**config.mk**
```make
export PLATFORM = sky130hd
export DESIGN_NAME = fetch_sequencer_flat
export DESIGN_NICKNAME = d
export VERILOG_FILES = /design/src/rtl/fetch_sequencer_pkg.sv /design/src/rtl/fetch_sequencer_if.sv /design/src/rtl/fetch_sequencer.sv /design/src/flat_wrapper.sv
export SDC_FILE = /design/constraint.sdc
export NUM_CORES = 1
export LEC_CHECK = 0
export BUFFER_PORTS_ARGS = -buffer_cell sky130_fd_sc_hd__clkbuf_2
export CAP_MARGIN = 20
export CORE_UTILIZATION = 52
export CTS_BUF_LIST = sky130_fd_sc_hd__clkbuf_4 sky130_fd_sc_hd__clkbuf_8
export CTS_CLUSTER_SIZE = 10
export DETAILED_ROUTE_END_ITERATION = 8
export PLACE_DENSITY = 0.88
export RECOVER_POWER = 50
export SYNTH_ARGS = -nofsm -noshare
export SYNTH_HDL_FRONTEND = slang
export SYNTH_SLANG_ARGS = --single-unit
```
**constraint.sdc**
```tcl
create_clock -name clk -period 2.5 [get_ports clk]
set_input_delay 0.125 -clock clk [delete_from_list [all_inputs] [get_ports clk]]
set_output_delay 0.125 -clock clk [all_outputs]
set_load 0.02 [all_outputs]
```
**src/rtl/fetch_sequencer_pkg.sv**
```systemverilog
// Shared types and constants for the fetch sequencer.
package fetch_pkg;

  typedef enum logic [2:0] {
    RV_HI,
    RV_LO,
    RUN,
    IMM,
    IV_HI,
    IV_LO
  } fetch_state_t;

  localparam logic [15:0] NOP_WORD = 16'h4000;

  localparam int unsigned RESET_VEC_ADDR_DEFAULT = 0;
  localparam int unsigned INT_VEC_ADDR_DEFAULT   = 2;

endpackage

```
**src/rtl/fetch_sequencer_if.sv**
```systemverilog
// Fetch sequencer bus: instruction memory, decode handshake and redirect inputs.
// FETCH_PERF_EN adds the perf counter outputs.
interface fetch_sequencer_if #(
  parameter int PC_W = 32
);
  logic            stall;
  logic            branch_taken;
  logic [PC_W-1:0] branch_target;
  logic            interrupt;
  logic            is_two_word;
  logic [15:0]     mem_word;
  logic [PC_W-1:0] mem_addr;
  logic            instruction_valid;
  logic            clear_instruction;
  logic            imm_valid;
  logic [PC_W-1:0] pc_plus_one;
  logic [PC_W-1:0] saved_pc;
  logic            int_ack;
`ifdef FETCH_PERF_EN
  logic [31:0]     perf_fetched;
  logic [31:0]     perf_bubbles;
`endif

  modport master (
    input  stall, branch_taken, branch_target, interrupt, is_two_word, mem_word,
    output mem_addr, instruction_valid, clear_instruction, imm_valid,
           pc_plus_one, saved_pc, int_ack
`ifdef FETCH_PERF_EN
    , output perf_fetched, perf_bubbles
`endif
  );

  modport slave (
    output stall, branch_taken, branch_target, interrupt, is_two_word, mem_word,
    input  mem_addr, instruction_valid, clear_instruction, imm_valid,
           pc_plus_one, saved_pc, int_ack
`ifdef FETCH_PERF_EN
    , input perf_fetched, perf_bubbles
`endif
  );

endinterface

```
**src/rtl/fetch_sequencer.sv**
```systemverilog
// Fetch sequencer: owns the PC, loads reset/interrupt vectors, issues 1- and 2-word
// instructions. Optional perf counters under FETCH_PERF_EN.
//
// state | meaning
// RV_HI | load reset vector high word
// RV_LO | load reset vector low word
// RUN   | issue instruction at pc
// IMM   | pass immediate word of previous instruction
// IV_HI | load interrupt vector high word
// IV_LO | load interrupt vector low word
module fetch_sequencer
  import fetch_pkg::*;
#(
  parameter int          PC_W           = 32,
  parameter int unsigned RESET_VEC_ADDR = RESET_VEC_ADDR_DEFAULT,
  parameter int unsigned INT_VEC_ADDR   = INT_VEC_ADDR_DEFAULT
) (
  input logic               clk,
  input logic               reset,
  fetch_sequencer_if.master bus
);

  localparam logic [PC_W-1:0] RV_ADDR = PC_W'(RESET_VEC_ADDR);
  localparam logic [PC_W-1:0] IV_ADDR = PC_W'(INT_VEC_ADDR);

  fetch_state_t    state;
  logic [PC_W-1:0] pc;
  logic [PC_W-1:0] saved_pc;
  logic            int_pending;

  logic            int_req;
  logic            accept_int;
  logic            issue;
  logic            imm_take;
  logic [PC_W-1:0] pc_next;
  logic [PC_W-1:0] mem_addr;

  always_comb begin
    int_req    = int_pending | bus.interrupt;
    // Never accept into the middle of a two-word instruction.
    accept_int = (state == RUN) && !bus.branch_taken && !bus.stall &&
                 int_req && !bus.is_two_word;
    issue      = (state == RUN) && !bus.stall && !bus.branch_taken && !accept_int;
    imm_take   = (state == IMM) && !bus.stall && !bus.branch_taken;
    pc_next    = pc + 1'b1;
    mem_addr   = pc;
    case (state)
      RV_HI:   mem_addr = RV_ADDR;
      RV_LO:   mem_addr = RV_ADDR + 1'b1;
      IV_HI:   mem_addr = IV_ADDR;
      IV_LO:   mem_addr = IV_ADDR + 1'b1;
      default: mem_addr = pc;
    endcase
  end

  assign bus.mem_addr          = mem_addr;
  assign bus.instruction_valid = issue;
  assign bus.clear_instruction = !issue;
  assign bus.imm_valid         = imm_take;
  assign bus.pc_plus_one       = pc_next;
  assign bus.saved_pc          = saved_pc;
  assign bus.int_ack           = accept_int;

  always_ff @(posedge clk or negedge reset) begin
    if (!reset) begin
      state       <= RV_HI;
      pc          <= '0;
      saved_pc    <= '0;
      int_pending <= 1'b0;
    end else begin
      int_pending <= int_req & ~accept_int;
      case (state)
        RV_HI: begin
          pc[PC_W-1:16] <= bus.mem_word;
          state         <= RV_LO;
        end
        RV_LO: begin
          pc[15:0] <= bus.mem_word;
          state    <= RUN;
        end
        IV_HI: begin
          pc[PC_W-1:16] <= bus.mem_word;
          state         <= IV_LO;
        end
        IV_LO: begin
          pc[15:0] <= bus.mem_word;
          state    <= RUN;
        end
        RUN, IMM: begin
          if (bus.branch_taken) begin
            pc    <= bus.branch_target;
            state <= RUN;
          end else if (accept_int) begin
            saved_pc <= pc;
            state    <= IV_HI;
          end else if (!bus.stall) begin
            pc    <= pc_next;
            state <= (state == RUN && bus.is_two_word) ? IMM : RUN;
          end
        end
        default: state <= RV_HI;
      endcase
    end
  end

`ifdef FETCH_PERF_EN
  logic [31:0] perf_fetched;
  logic [31:0] perf_bubbles;

  always_ff @(posedge clk or negedge reset) begin
    if (!reset) begin
      perf_fetched <= '0;
      perf_bubbles <= '0;
    end else begin
      if (issue) perf_fetched <= perf_fetched + 32'd1;
      if (!issue && (state == RUN || state == IMM)) perf_bubbles <= perf_bubbles + 32'd1;
    end
  end

  assign bus.perf_fetched = perf_fetched;
  assign bus.perf_bubbles = perf_bubbles;
`endif

endmodule

```
**src/flat_wrapper.sv**
```systemverilog
// flat-port wrapper written by rule: the top's interface ports become plain ports
module fetch_sequencer_flat import fetch_pkg::*;
#(
  parameter int          PC_W           = 32,
  parameter int unsigned RESET_VEC_ADDR = RESET_VEC_ADDR_DEFAULT,
  parameter int unsigned INT_VEC_ADDR   = INT_VEC_ADDR_DEFAULT
)
  (clk, reset, bus_stall, bus_branch_taken, bus_branch_target, bus_interrupt, bus_is_two_word, bus_mem_word, bus_mem_addr, bus_instruction_valid, bus_clear_instruction, bus_imm_valid, bus_pc_plus_one, bus_saved_pc, bus_int_ack);
  fetch_sequencer_if #(.PC_W(PC_W)) bus_i ();
  input logic clk;
  input logic reset;
  input wire logic [$bits(bus_i.stall)-1:0] bus_stall;
  input wire logic [$bits(bus_i.branch_taken)-1:0] bus_branch_taken;
  input wire logic [$bits(bus_i.branch_target)-1:0] bus_branch_target;
  input wire logic [$bits(bus_i.interrupt)-1:0] bus_interrupt;
  input wire logic [$bits(bus_i.is_two_word)-1:0] bus_is_two_word;
  input wire logic [$bits(bus_i.mem_word)-1:0] bus_mem_word;
  output wire logic [$bits(bus_i.mem_addr)-1:0] bus_mem_addr;
  output wire logic [$bits(bus_i.instruction_valid)-1:0] bus_instruction_valid;
  output wire logic [$bits(bus_i.clear_instruction)-1:0] bus_clear_instruction;
  output wire logic [$bits(bus_i.imm_valid)-1:0] bus_imm_valid;
  output wire logic [$bits(bus_i.pc_plus_one)-1:0] bus_pc_plus_one;
  output wire logic [$bits(bus_i.saved_pc)-1:0] bus_saved_pc;
  output wire logic [$bits(bus_i.int_ack)-1:0] bus_int_ack;
  assign bus_i.stall = bus_stall;
  assign bus_i.branch_taken = bus_branch_taken;
  assign bus_i.branch_target = bus_branch_target;
  assign bus_i.interrupt = bus_interrupt;
  assign bus_i.is_two_word = bus_is_two_word;
  assign bus_i.mem_word = bus_mem_word;
  assign bus_mem_addr = bus_i.mem_addr;
  assign bus_instruction_valid = bus_i.instruction_valid;
  assign bus_clear_instruction = bus_i.clear_instruction;
  assign bus_imm_valid = bus_i.imm_valid;
  assign bus_pc_plus_one = bus_i.pc_plus_one;
  assign bus_saved_pc = bus_i.saved_pc;
  assign bus_int_ack = bus_i.int_ack;
  fetch_sequencer #(.PC_W(PC_W), .RESET_VEC_ADDR(RESET_VEC_ADDR), .INT_VEC_ADDR(INT_VEC_ADDR)) u_core (.clk(clk), .reset(reset), .bus(bus_i));
endmodule
```
==> out/qor.csv <==
metric;value;unit
CTS clock-pin slew for the worst setup and hold paths;0.07;ns
post-route ant nets;0;
Syn Nets;524;
io pins;154;
gpl congestion;0.927;
worst path cell trace;nor4b_1 > clkbuf_1 > and2_2 > buf_12 > clkbuf_2;
Yosys warnings;0;
critical path class;flip-flop to output port;
max-cap violations;1;
drt total wl;14.7;mm
area share of the largest cell type after synthesis;0.395;
Yosys cell types;58;
mapped cell area;4310;um2
CP max stage delay;0.61;ns
Startpoint Class;flip-flop;
clk_lat worst skew;0.36;ns
total grt overflow;0;
failing checks;capacitance limit, slew limit;
P&R area growth vs syn;27.8;%
slowest CP cell;dfrtp_1;
Post-synth EDFFs;0;
worst vdd ir;0.000808;V
clk sink count;68;
syn avg cell area;9.19;um2
port bufs;153;
Max Fclk;422;MHz
area of the core;7890;um2
Max Transition Viols Final;69;
Worst Skew;0.00989;ns
ys async rst share;1.00;
fraction of layout cells with a size suffix above 1;0.352;
site row count;32;
FF+latch count, synth;68;
fin crit share;0.948;
Post-Synthesis Cells;469;
Arr. time, crit path;2.25;ns
PwrDens;1420;nW/um2
setup TNS;0;ns
Final Hold Fails;0;
CTS Buf Count;9;
HP Class;input port to flip-flop;
root buf cell;clkbuf_8;
shortest period the worst path allows;2.37;ns
Detailed Place HPWL;10.3;mm
Max clock buf depth;2;
register area share after synthesis;0.395;
first-pass GRT wire length;22.0;mm
Worst-Margin Slew;1.74;ns
Die H;93.1;um
largest net degree at the start of global routing;69;
top post-synthesis cells by area;dfrtp_1 39%, mux2_2 9.4%, and2_1 5.1%;
status;complete, but fails checks;
Slew Limit Headroom;-0.162;
ys flop type;dfrtp_1;
TritonCTS clock tree;built;
PnR Total Power;7830;uW
Die Area;8660;um2
drt first-iter violations;530;
Setup crit end kind;output port;
layout filler cell count;625;
CP Buf/Inv Count;3;
WL/cell;20.1;um
nets;677;
cell taking the most area after synthesis;dfrtp_1;
initial antenna violation count;0;
Die W;93.1;um
Final setup viols;0;
Initial DRT Pass Iterations;7;
CP max FO;32;
crit-path leading delay family;buffers and inverters;
total vias in the final route;4589;
# H-tree levels;3;
diodes inserted;0;
vias per cell;6.29;
gr usage total;0.338;
DR DRC count;0;
CP Data Required Time;2.38;ns
vias in the first global route;4192;
Initial Util;0.547;
P_leak;0.00257;uW
[power by group]
| part | switching, uW | internal (uW) |
|---|---|---|
| Combinational | 2680 | 1640 |
| Sequential | 817 | 1640 |
| Clock | 463 | 589 |
[final cells by class]
type | instances | area [um2] | share of cell area
clock buffer | 10 | 138 | 0.0250
clock inverter | 6 | 87.6 | 0.0159
inverter | 16 | 60.1 | 0.0109
multi-input combinational | 344 | 2440 | 0.442
sequential | 68 | 1710 | 0.310
tap | 102 | 128 | 0.0232
timing repair buffer | 183 | 951 | 0.173
[cells by family after synthesis]
logic type,share of synthesized area
compound gates,0.174
xor+xnor,0.0569
fa+ha+maj,0.00290
buf+inv,0.0548
flops,0.395
mux,0.108
simple gates,0.209
[per-stage QoR]
step	worst slack, ns	instances	utilization	area [um2]	hold slack [ns]
after floorplan	0.416	469	-	4310	-0.171
after global placement	0.358	702	0.659	5190	0.296
after detailed placement	0.305	702	0.659	5190	0.300
after CTS	0.00900	719	0.689	5440	0.0386
after global routing	-0.0100	729	0.699	5510	0.0459
final	0.130	729	0.699	5510	0.0434
[final timing paths]
| kind | from | slack, ns | depth (start not counted) | end |
|---|---|---|---|---|
| worst min-delay path | bus_mem_word[9] | 0.04 | 3 | u_core.pc[9] |
| worst max register to register | u_core.state[1] | 0.29 | 5 | u_core.pc[18] |
| max in group asynchronous | reset | 0.57 | 2 | u_core.pc[1] |
| min in group asynchronous | reset | 0.76 | 2 | u_core.bus.saved_pc[17] |
| worst min register to register | u_core.bus.saved_pc[14] | 0.51 | 1 | u_core.bus.saved_pc[14] |
| worst max-delay path | u_core.state[1] | 0.13 | 5 | bus_int_ack |
[worst reg2reg max path, delay by kind of cell (launching register included)]
family / cells / cell delay (ns)
AO/OA/AOI/OAI: 3 / 1.15
AND/OR/NAND/NOR: 2 / 0.35
flip-flops: 1 / 0.61
[flip-flops by register name, summed over array words and instances (netlist names)]
register / count
u_core.pc: 32
u_core.int_pending: 1
u_core.bus.saved_pc: 32
u_core.state: 3
[placed cells by master, fill, tap and decap left out, drive strengths merged, types with 4 or more instances in the layout]
master | Yosys | routed
a21oi | 29 | 29
a22oi | 8 | 8
a2bb2oi | 4 | 4
and2 | 35 | 35
buf | 8 | 27
clkbuf | 34 | 165
clkinv | 0 | 4
dfrtp | 68 | 68
inv | 16 | 16
mux2 | 36 | 36
mux2i | 6 | 6
nand2 | 33 | 33
nand3 | 18 | 18
nand4 | 16 | 17
nor2 | 24 | 24
nor3 | 12 | 12
nor4 | 6 | 6
o21a | 4 | 4
o21ai | 28 | 28
o22ai | 6 | 6
o31a | 7 | 7
xnor2 | 20 | 20
xor2 | 8 | 8
[what timing repair did]
| item | 4_1_cts | 5_1_grt |
|---|---|---|
| pin swaps | 0 | 3 |
| setup endpoints to repair | 3 | 13 |
| buffers inserted | 0 | 9 |
| gates cloned | 0 | 1 |
| gates resized for setup | 1 | 14 |
| hold endpoints to repair | 68 | 0 |
| hold buffers | 1 | 0 |
[synth_stat cells, drive strengths merged (2+ instances only)]
master,number
xor2,8
a221o,3
nor3,12
a21oi,29
o22ai,6
nor4,6
o221ai,2
o21ai,28
nand4,16
mux2i,6
a31oi,3
a222oi,2
a2bb2oi,4
o31a,7
a22oi,8
o21a,4
nand3,18
nor2,24
buf,8
xnor2,20
and2,35
or2,2
nand2b,3
or4,2
clkbuf,34
nor2b,3
a31o,2
mux2,36
a21o,2
a22o,2
o31ai,2
inv,16
dfrtp,68
nand2,33
[per-layer routing]
layer	up-vias	global-route usage	wire length, um
li1	1995	-	-
met4	0	0.158	508
met2	343	0.519	6760
met1	2196	0.449	5850
met5	-	0	0
met3	55	0.0805	1540
No activity file was read; power rests on OpenSTA's default activity.
